[config.mk]
export PLATFORM = sky130hd
export DESIGN_NAME = hamming_scrub_ctrl
export DESIGN_NICKNAME = d
export VERILOG_FILES = /design/src/rtl/hamming_scrub_ctrl_pkg.sv /design/src/rtl/hamming_tmr_path.sv /design/src/rtl/hamming_scrub_ctrl.sv
export SDC_FILE = /design/constraint.sdc
export NUM_CORES = 1
export LEC_CHECK = 0
export ABC_CLOCK_PERIOD_IN_PS = 2500
export CORE_ASPECT_RATIO = 0.6
export CORE_MARGIN = 2
export CORE_UTILIZATION = 35
export CTS_CLUSTER_DIAMETER = 200
export DETAILED_ROUTE_END_ITERATION = 10
export DONT_BUFFER_PORTS = 1
export SLEW_MARGIN = 20
export SYNTH_ARGS = -nofsm -noshare
export SYNTH_HDL_FRONTEND = slang
export SYNTH_SLANG_ARGS = --single-unit
[constraint.sdc]
create_clock -name clk -period 2.5 [get_ports clk]
set_input_delay 0.5 -clock clk [delete_from_list [all_inputs] [get_ports clk]]
set_output_delay 0.5 -clock clk [all_outputs]
set_load 0.02 [all_outputs]
[src/rtl/hamming_scrub_ctrl_pkg.sv]
// rtl/hamming_scrub_ctrl_pkg.sv - shared types, replica indices and Hamming(7,4) helpers
package hamming_scrub_ctrl_pkg;

    typedef enum logic [1:0] {
        ST_IDLE = 2'd0,
        ST_VOTE = 2'd1,
        ST_WB   = 2'd2
    } state_e;

    // Bit 6 is Hamming position 1, bit 0 is position 7: {p1,p2,d3,p4,d2,d1,d0}
    typedef logic [6:0] codeword_t;

    localparam int REP_0   = 0;
    localparam int REP_1   = 1;
    localparam int REP_2   = 2;
    localparam int NUM_REP = 3;

    function automatic codeword_t hamming_encode(input logic [3:0] d);
        return {d[3] ^ d[2] ^ d[0], d[3] ^ d[1] ^ d[0], d[3],
                d[2] ^ d[1] ^ d[0], d[2], d[1], d[0]};
    endfunction

    function automatic codeword_t hamming_vote(input codeword_t a, input codeword_t b,
                                               input codeword_t c);
        return (a & b) | (a & c) | (b & c);
    endfunction

    // Syndrome value is the Hamming position (1..7) of a single-bit error
    function automatic logic [2:0] hamming_syndrome(input codeword_t cw);
        return {cw[3] ^ cw[2] ^ cw[1] ^ cw[0],
                cw[5] ^ cw[4] ^ cw[1] ^ cw[0],
                cw[6] ^ cw[4] ^ cw[2] ^ cw[0]};
    endfunction

    function automatic logic [3:0] hamming_decode(input codeword_t cw, input logic [2:0] syn);
        codeword_t fixed;
        fixed = cw;
        if (syn != 3'd0) begin
            fixed[3'd7 - syn] = ~fixed[3'd7 - syn];
        end
        return {fixed[4], fixed[2], fixed[1], fixed[0]};
    endfunction

endpackage

[src/rtl/hamming_tmr_path.sv]
// rtl/hamming_tmr_path.sv - combinational vote, syndrome and correction over three replicas
module hamming_tmr_path
    import hamming_scrub_ctrl_pkg::*;
(
    input  logic [6:0] cw0_i,
    input  logic [6:0] cw1_i,
    input  logic [6:0] cw2_i,
    output logic [6:0] voted_o,
    output logic [2:0] syndrome_o,
    output logic [3:0] data_o
);

    assign voted_o    = hamming_vote(cw0_i, cw1_i, cw2_i);
    assign syndrome_o = hamming_syndrome(voted_o);
    assign data_o     = hamming_decode(voted_o, syndrome_o);

endmodule

[src/rtl/hamming_scrub_ctrl.sv]
// rtl/hamming_scrub_ctrl.sv - triple-replicated Hamming(7,4) register with voted reads and periodic scrub
module hamming_scrub_ctrl
    import hamming_scrub_ctrl_pkg::*;
#(
    parameter int CNT_W = 8
) (
    input  logic             clk,
    input  logic             rst_n,
    input  logic             wr_valid_i,
    input  logic [3:0]       wr_data_i,
    output logic             wr_ready_o,
    input  logic             rd_req_i,
    output logic             rd_valid_o,
    output logic [3:0]       rd_data_o,
    input  logic             inj_en_i,
    input  logic [1:0]       inj_sel_i,
    input  logic [6:0]       inj_mask_i,
    input  logic [CNT_W-1:0] scrub_period_i,
    input  logic             err_clr_i,
    output logic [CNT_W-1:0] err_count_o,
    output logic             busy_o,
    output logic             last_fault_o
);

    localparam logic [CNT_W-1:0] CNT_MAX = '1;

    state_e           state_q, state_d;
    codeword_t        rep_q [NUM_REP];
    codeword_t        vote_q;
    logic [2:0]       syn_q;
    logic             mis_q;
    logic             is_rd_q;
    logic [3:0]       rd_data_q;
    logic             last_fault_q;
    logic [CNT_W-1:0] err_q;
    logic [CNT_W-1:0] timer_q;
    logic             pend_q;

    logic             do_wr, do_inj, start_rd, start_scrub;
    codeword_t        path_voted, wb_word;
    logic [2:0]       path_syn;
    logic [3:0]       path_data;
    logic             path_mis, fault_now;

    hamming_tmr_path u_path (
        .cw0_i      (rep_q[REP_0]),
        .cw1_i      (rep_q[REP_1]),
        .cw2_i      (rep_q[REP_2]),
        .voted_o    (path_voted),
        .syndrome_o (path_syn),
        .data_o     (path_data)
    );

    assign path_mis  = (rep_q[REP_0] != path_voted) | (rep_q[REP_1] != path_voted)
                     | (rep_q[REP_2] != path_voted);
    assign fault_now = mis_q | (syn_q != 3'd0);
    assign wb_word   = hamming_encode(hamming_decode(vote_q, syn_q));

    assign wr_ready_o   = (state_q == ST_IDLE);
    assign busy_o       = (state_q != ST_IDLE);
    assign rd_valid_o   = (state_q == ST_WB) & is_rd_q;
    assign rd_data_o    = rd_data_q;
    assign err_count_o  = err_q;
    assign last_fault_o = last_fault_q;

    // Next-state and event decode; IDLE arbitrates write > inject > read > scrub
    always_comb begin
        state_d     = state_q;
        do_wr       = 1'b0;
        do_inj      = 1'b0;
        start_rd    = 1'b0;
        start_scrub = 1'b0;
        case (state_q)
            ST_IDLE: begin
                if (wr_valid_i) begin
                    do_wr = 1'b1;
                end else if (inj_en_i) begin
                    do_inj = 1'b1;
                end else if (rd_req_i) begin
                    start_rd = 1'b1;
                    state_d  = ST_VOTE;
                end else if (pend_q) begin
                    start_scrub = 1'b1;
                    state_d     = ST_VOTE;
                end
            end
            ST_VOTE: state_d = ST_WB;
            ST_WB:   state_d = ST_IDLE;
            default: state_d = ST_IDLE;
        endcase
    end

    // State register
    always_ff @(posedge clk or negedge rst_n) begin
        if (!rst_n) state_q <= ST_IDLE;
        else        state_q <= state_d;
    end

    // Replica storage: host write, fault injection, or corrected write-back; reset value is encode(0)
    always_ff @(posedge clk or negedge rst_n) begin
        if (!rst_n) begin
            for (int i = 0; i < NUM_REP; i++) rep_q[i] <= '0;
        end else begin
            for (int i = 0; i < NUM_REP; i++) begin
                if (do_wr)                               rep_q[i] <= hamming_encode(wr_data_i);
                else if (do_inj && inj_sel_i == 2'(i))   rep_q[i] <= rep_q[i] ^ inj_mask_i;
                else if (state_q == ST_WB)               rep_q[i] <= wb_word;
            end
        end
    end

    // Capture vote results in VOTE; read data is presented during the following WB cycle
    always_ff @(posedge clk or negedge rst_n) begin
        if (!rst_n) begin
            vote_q    <= '0;
            syn_q     <= '0;
            mis_q     <= 1'b0;
            is_rd_q   <= 1'b0;
            rd_data_q <= '0;
        end else begin
            if (start_rd || start_scrub) is_rd_q <= start_rd;
            if (state_q == ST_VOTE) begin
                vote_q <= path_voted;
                syn_q  <= path_syn;
                mis_q  <= path_mis;
                if (is_rd_q) rd_data_q <= path_data;
            end
        end
    end

    // Fault flag and saturating error counter; a clear overrides a same-cycle increment
    always_ff @(posedge clk or negedge rst_n) begin
        if (!rst_n) begin
            last_fault_q <= 1'b0;
            err_q        <= '0;
        end else begin
            if (state_q == ST_WB) last_fault_q <= fault_now;
            if (err_clr_i)
                err_q <= '0;
            else if (state_q == ST_WB && fault_now && err_q != CNT_MAX)
                err_q <= err_q + CNT_W'(1);
        end
    end

    // Scrub timer runs only in IDLE; reaching zero raises a pending scrub and reloads the period
    always_ff @(posedge clk or negedge rst_n) begin
        if (!rst_n) begin
            timer_q <= '0;
            pend_q  <= 1'b0;
        end else if (state_q == ST_IDLE) begin
            if (start_rd) begin
                timer_q <= scrub_period_i;
                pend_q  <= 1'b0;
            end else begin
                timer_q <= (timer_q <= CNT_W'(1)) ? scrub_period_i : timer_q - CNT_W'(1);
                pend_q  <= (timer_q == CNT_W'(1)) | (pend_q & ~start_scrub);
            end
        end
    end

endmodule

-- Yosys cells after proc, flatten, opt, wreduce, memory -nomap -nowiden
Cells that the tools add are included.
- add/sub/neg operators: 4
- $lt $le $gt $ge: 5
- eq/ne operators: 12
- mux-type cells: 43
- bitwise gates (word level): 38
- reduce and logical (&&, ||, !) cells: 19
- operator list (operator ; number):
    $mux 7 ; 7
    $mux 8 ; 4
    $and 7x7->7 ; 3
    $ne 7x7->1 ; 3
    $xor 1x1->1 ; 21
    $xor 7x7->7 ; 3
    $mux 1 ; 19
    $reduce_bool 3->1 ; 5
    $bwmux 7 ; 2
    $or 7x7->7 ; 2
    $mux 5 ; 2
    $add 8x1->8 const B ; 1
    $eq 8x1->1 const B ; 1
    $le 8x1->1 const B ; 1
    $lt 3x4->1 const B ; 2
    $mux 2 ; 4
    $ne 8x8->1 const B ; 1
    $sub 8x1->8 const B ; 1
    $logic_and 1x1->1 ; 7
    $bmux 1 s3 ; 2
    $demux 1 s3 ; 2
    $ge 3x1->1 const B ; 2
    $sub 3x3->3 const A ; 2
    $eq 2x1->1 const B ; 2
    12 further kinds ; 22
- register bits: 57
- bits of input ports: 27
- output and inout port bits: 16
- logic and storage cells: 134

-- Depth between registers and ports, before layout
- word-level depth: 13
- mapped depth: 8

-- Cells and area by module
From an unflattened synthesis, not the netlist that was laid out.
- cells, all modules: 375
- area, all modules: 3669.8 um^2
- by module, submodules not included (module ; instances ; cells an instance ; area an instance (um^2)):
    hamming_scrub_ctrl ; 1 ; 351 ; 3364.5
    hamming_tmr_path ; 1 ; 24 ; 305.3

-- Worst setup path after synthesis
No wires, ideal clock.
- kind: input -> register
- from: input wr_valid_i
- to: register rep_q[17] (netlist name)
- arrival: 1833 ps
- required time: 2374 ps
- path slack: 541 ps
- stages: 6
- path buffers: 2
- cell sequence: clkbuf_1 nor4b_2 nor3b_2 buf_2 a21oi_1 a221o_1
- cells in the longest elaborated chain, start to end: 5
- RTL lines (what ; line ; RTL):
    start, declared ; hamming_scrub_ctrl.sv:9 ; input logic wr_valid_i,
    $mux 1 ; hamming_scrub_ctrl.sv:75 ; if (wr_valid_i) begin
    $mux 1 ; hamming_scrub_ctrl.sv:73 ; case (state_q)
    $logic_and 1x1->1 ; hamming_scrub_ctrl.sv:106 ; else if (do_inj && inj_sel_i == 2'(i)) rep_q[i] <= rep_q[i] ^ inj_mask_i;
    $mux 7 ; hamming_scrub_ctrl.sv:106 ;
    $mux 7 ; hamming_scrub_ctrl.sv:105 ; if (do_wr) rep_q[i] <= hamming_encode(wr_data_i);
    end signal, assigned by index ; hamming_scrub_ctrl.sv:105 ;
    end signal, assigned by index ; hamming_scrub_ctrl.sv:106 ;
    end signal, assigned by index ; hamming_scrub_ctrl.sv:107 ; else if (state_q == ST_WB) rep_q[i] <= wb_word;
    end, declared ; hamming_scrub_ctrl.sv:28 ; codeword_t rep_q [NUM_REP];
Parallel ways exist; a longest one is shown, timed or not.
A chain may end at the register's enable or synchronous reset.

-- Worst setup path in the final report
- from: register rep_q[18] (netlist name)
- to: register rd_data_q[2] (netlist: rd_data_o[2])
- cells in the longest elaborated chain, start to end: 13
- RTL lines (what ; line ; RTL):
    $and 7x7->7 ; hamming_scrub_ctrl_pkg.sv:25 ; return (a & b) | (a & c) | (b & c);
    $or 7x7->7 * (2 in a row) ; hamming_scrub_ctrl_pkg.sv:25 ;
    $xor 1x1->1 (on tied branches) (3 in a row) ; hamming_scrub_ctrl_pkg.sv:32, hamming_scrub_ctrl_pkg.sv:31 ;
    $sub 3x3->3 ; hamming_scrub_ctrl_pkg.sv:39 ; fixed[3'd7 - syn] = ~fixed[3'd7 - syn];
    $lt 3x4->1 (not written as such) or $ge 3x1->1 (tied branches) ; hamming_scrub_ctrl_pkg.sv:39 ;
    $logic_and 1x1->1 (not written as such) ; hamming_scrub_ctrl_pkg.sv:39 ;
    $mux 1 (not written as such) ; hamming_scrub_ctrl_pkg.sv:39 ;
    $demux 1 s3 ; -- ;
    $bwmux 7 ; hamming_scrub_ctrl_pkg.sv:39 ;
    $mux 5 * ; hamming_scrub_ctrl_pkg.sv:38 ; if (syn != 3'd0) begin
    end signal, assigned ; hamming_scrub_ctrl.sv:126 ; if (is_rd_q) rd_data_q <= path_data;
    end, declared ; hamming_scrub_ctrl.sv:33 ; logic [3:0] rd_data_q;
Mark *: on every way between the ends. The rest lies on a longest branch, timed or not. The select of a mux whose other input is x is not followed.

==> results.cfg <==
[status]
status = complete, no violations

[global_routing]
grt_pass1_vias = 2981
grt_pass1_wl_um = 15800
antenna_found_initial = 0
grt_max_degree = 55
grt_overflow_total = 0
grt_usage = 0.186

[power_and_ir_drop]
clock_power_share = 0.161
power_density_nw_per_um2 = 1300
switchingPower_mw = 2.33
power.total_mw = 5.13
power_frac_seq = 0.332
combPwrFrac = 0.508
p_leak_nw = 1.65
p_int_mw = 2.80
ir_drop_uv = 413
p_sw_frac = 0.454

[sta]
fmax_mhz = 451
rsz0062_at_grt = no
setup_tns_ns = 0
drv_slew = 0
fin_skew_ns = 0.00761
tightest_slew_ns = 0.700
fin_crit_ns = 2.22
setup_violations = 0
fin_crit_sh = 0.886
hold_violations = 0
slew_headroom = 0.529

[yosys]
yosysUniqueCellTypes = 56
synth_common_cells = nand2_1, dfrtp_1, nor2_1, a21oi_1, o21ai_0
synth.ff_latch_count = 54
syn_avg_cell_area_um2 = 8.43
syn_nets = 457
yosys_warnings = 0
syn-cell-area_um2 = 3600
synth_edf_count = 0
yosysMostFrequentCell = nand2_1
synthArstFlopShare = 1.00
netlist_instances = 427
yosys.area.top_type_share = 0.376
yosysTopAreaCell = dfrtp_1
synth.area.top_cells = dfrtp_1, xor2_1, xnor2_1
ys.flop_type = dfrtp_1
ys_seq_area_frac = 0.376

[critical_path]
cp.required_ns = 2.70
cp_slowest_cell = maj3_1
critPathMaxStageDelay_ns = 0.50
critical_path_class = reg -> reg
arrival_ns = 2.41
rr_worst_depth = 6
cp_max_fo = 6
worstSetupEndpointType = register
worst_path_most_repeated_cell = nand2_1
crit_chain = maj3_1 -> xnor2_1 -> nand2_1 -> o21ai_0 -> nand2_1 -> o32ai_1
crit_path_start_kind = register

[cells_and_area]
area_growth_pct = 9.42
drive_above_1_share = 0.0896
fillers = 984
insertedDiodeCount = 0
seqCellArea_um2 = 1350
multi_input_area_um2 = 2090
layout.nets = 453
fin_area_um2 = 3940
final_core_util = 0.397

[clocking]
cts_resized = 0
clk-insertion-delay-late_ns = 0.30
cts_buffers = 5
clk_pin_slew_ns = 0.08
clockBufferDepth = 2
clock-root-buffer = clkbuf_16
htreeDepth = 2
cts.sinks = 54
cts_tree = yes

[run]
cap_violations = 0

[detailed_routing]
vias_per_cell = 5.46
drc = 0
antenna_left = 0
drtIter0Drc = 301
drt_wl_total_um = 9710
routedWlPerCell_um = 17.4
vias = 3051
drt_first_pass_iters = 5

[place]
dp_hpwl_um = 7220
gp_congestion = 0.898
place_area_um2 = 3740
port_buffers = 0

[die]
rows = 28
die_area_um2 = 11100
initial_core_util = 0.363
die_height_um = 82.5
io_pins = 43
die_w_um = 135
core_area_um2 = 9910

[worst_hold_path]
hold_path_class = in -> async
worst max-delay path, delay by kind of cell (launching register included):
| kind | cells | cell delay (ns) |
|---|---|---|
| DFF | 1 | 0.44 |
| AOI/OAI and AO/OA | 2 | 0.44 |
| adders and majority gates | 1 | 0.50 |
| xor gates and xnor gates | 1 | 0.48 |
| and+or+nand+nor | 2 | 0.24 |
power by group through the flow:
stage,Sequential [mW],Combinational (mW),Clock (mW)
after floorplan,1.52,2.13,0
after CTS,1.69,2.56,0.839
after global placement,1.68,2.49,0
after global routing,1.76,2.87,0.885
after detailed placement,1.70,2.52,0
final,1.70,2.60,0.824
per-stage QoR:
stage / std cells / hold slack, ns / setup WS, ns
CTS: 559 / 0.0637 / 0.314
global route: 559 / 0.0633 / 0.179
detailed placement: 550 / 0.206 / 0.331
finish: 559 / 0.0489 / 0.285
global placement: 550 / 0.206 / 0.333
floorplan: 427 / 0.204 / 0.541
flip-flops by register name (all words and copies together) (netlist names):
register	flops
vote_q	4
err_count_o	8
pend_q	1
timer_q	8
mis_q	1
rd_data_o	4
syn_q	3
last_fault_o	1
is_rd_q	1
rep_q	21
state_q	2
cells by family (layout without fill, tap and decap cells):
kind of cell,Yosys count,count (layout),synth area share
flip-flops,54,54,0.376
adder cells (fa/ha/maj),10,10,0.0323
AO/OA/AOI/OAI,116,116,0.196
buffers and inverters,34,31,0.0428
XOR/XNOR,59,59,0.149
AND/OR/NAND/NOR,152,152,0.199
multiplexers,2,2,0.00556
layer usage:
metal | GRT usage | part of all wire | vias up
met3 | 0.0556 | 0.096 | 7
met5 | 0 | 0 | -
met1 | 0.277 | 0.51 | 1457
met2 | 0.264 | 0.39 | 114
li1 | - | - | 1473
met4 | 0.0326 | 0.0067 | 0
layout by cell type (no fill, tap or decap), types with 3 or more instances in the layout:
| master | n |
|---|---|
| a211oi_1 | 10 |
| a21o_1 | 4 |
| a21oi_1 | 38 |
| a221o_1 | 5 |
| and3_1 | 4 |
| buf_4 | 11 |
| clkbuf_16 | 5 |
| dfrtp_1 | 54 |
| ha_1 | 3 |
| inv_1 | 11 |
| maj3_2 | 4 |
| nand2_1 | 57 |
| nand2b_1 | 3 |
| nand3_1 | 7 |
| nand3b_1 | 5 |
| nand4_1 | 6 |
| nor2_1 | 44 |
| nor3_1 | 8 |
| o21ai_0 | 37 |
| o21ai_1 | 4 |
| or3_1 | 4 |
| xnor2_1 | 26 |
| xor2_1 | 32 |
path summary, 6_finish.rpt:
kind / to / start / slack (ns)
worst max-delay path: rd_data_o[2] / rep_q[18] / 0.28
worst min-delay path: rep_q[15] / rst_n / 0.05
worst max register to register: rd_data_o[2] / rep_q[18] / 0.28
worst min register to register: vote_q[4] / vote_q[4] / 0.52
max in group asynchronous: rep_q[17] / rst_n / 2.19
min in group clk: err_count_o[6] / err_clr_i / 0.25
repair_timing:
item / CTS / global route
endpoints found under the hold margin: 54 / 0
setup buffers: 0 / 0
hold buffers: 1 / 0
final cells by class:
cell class              instances  area share
well taps                     135      0.0429
repair buffers                 12      0.0280
flip-flops and latches         54       0.343
multi-input cells             339       0.532
inverters                      11      0.0105
clock inverters                 3      0.0121
clock buffers                   5      0.0318
Note: power is estimated with default switching activity, not from simulation.
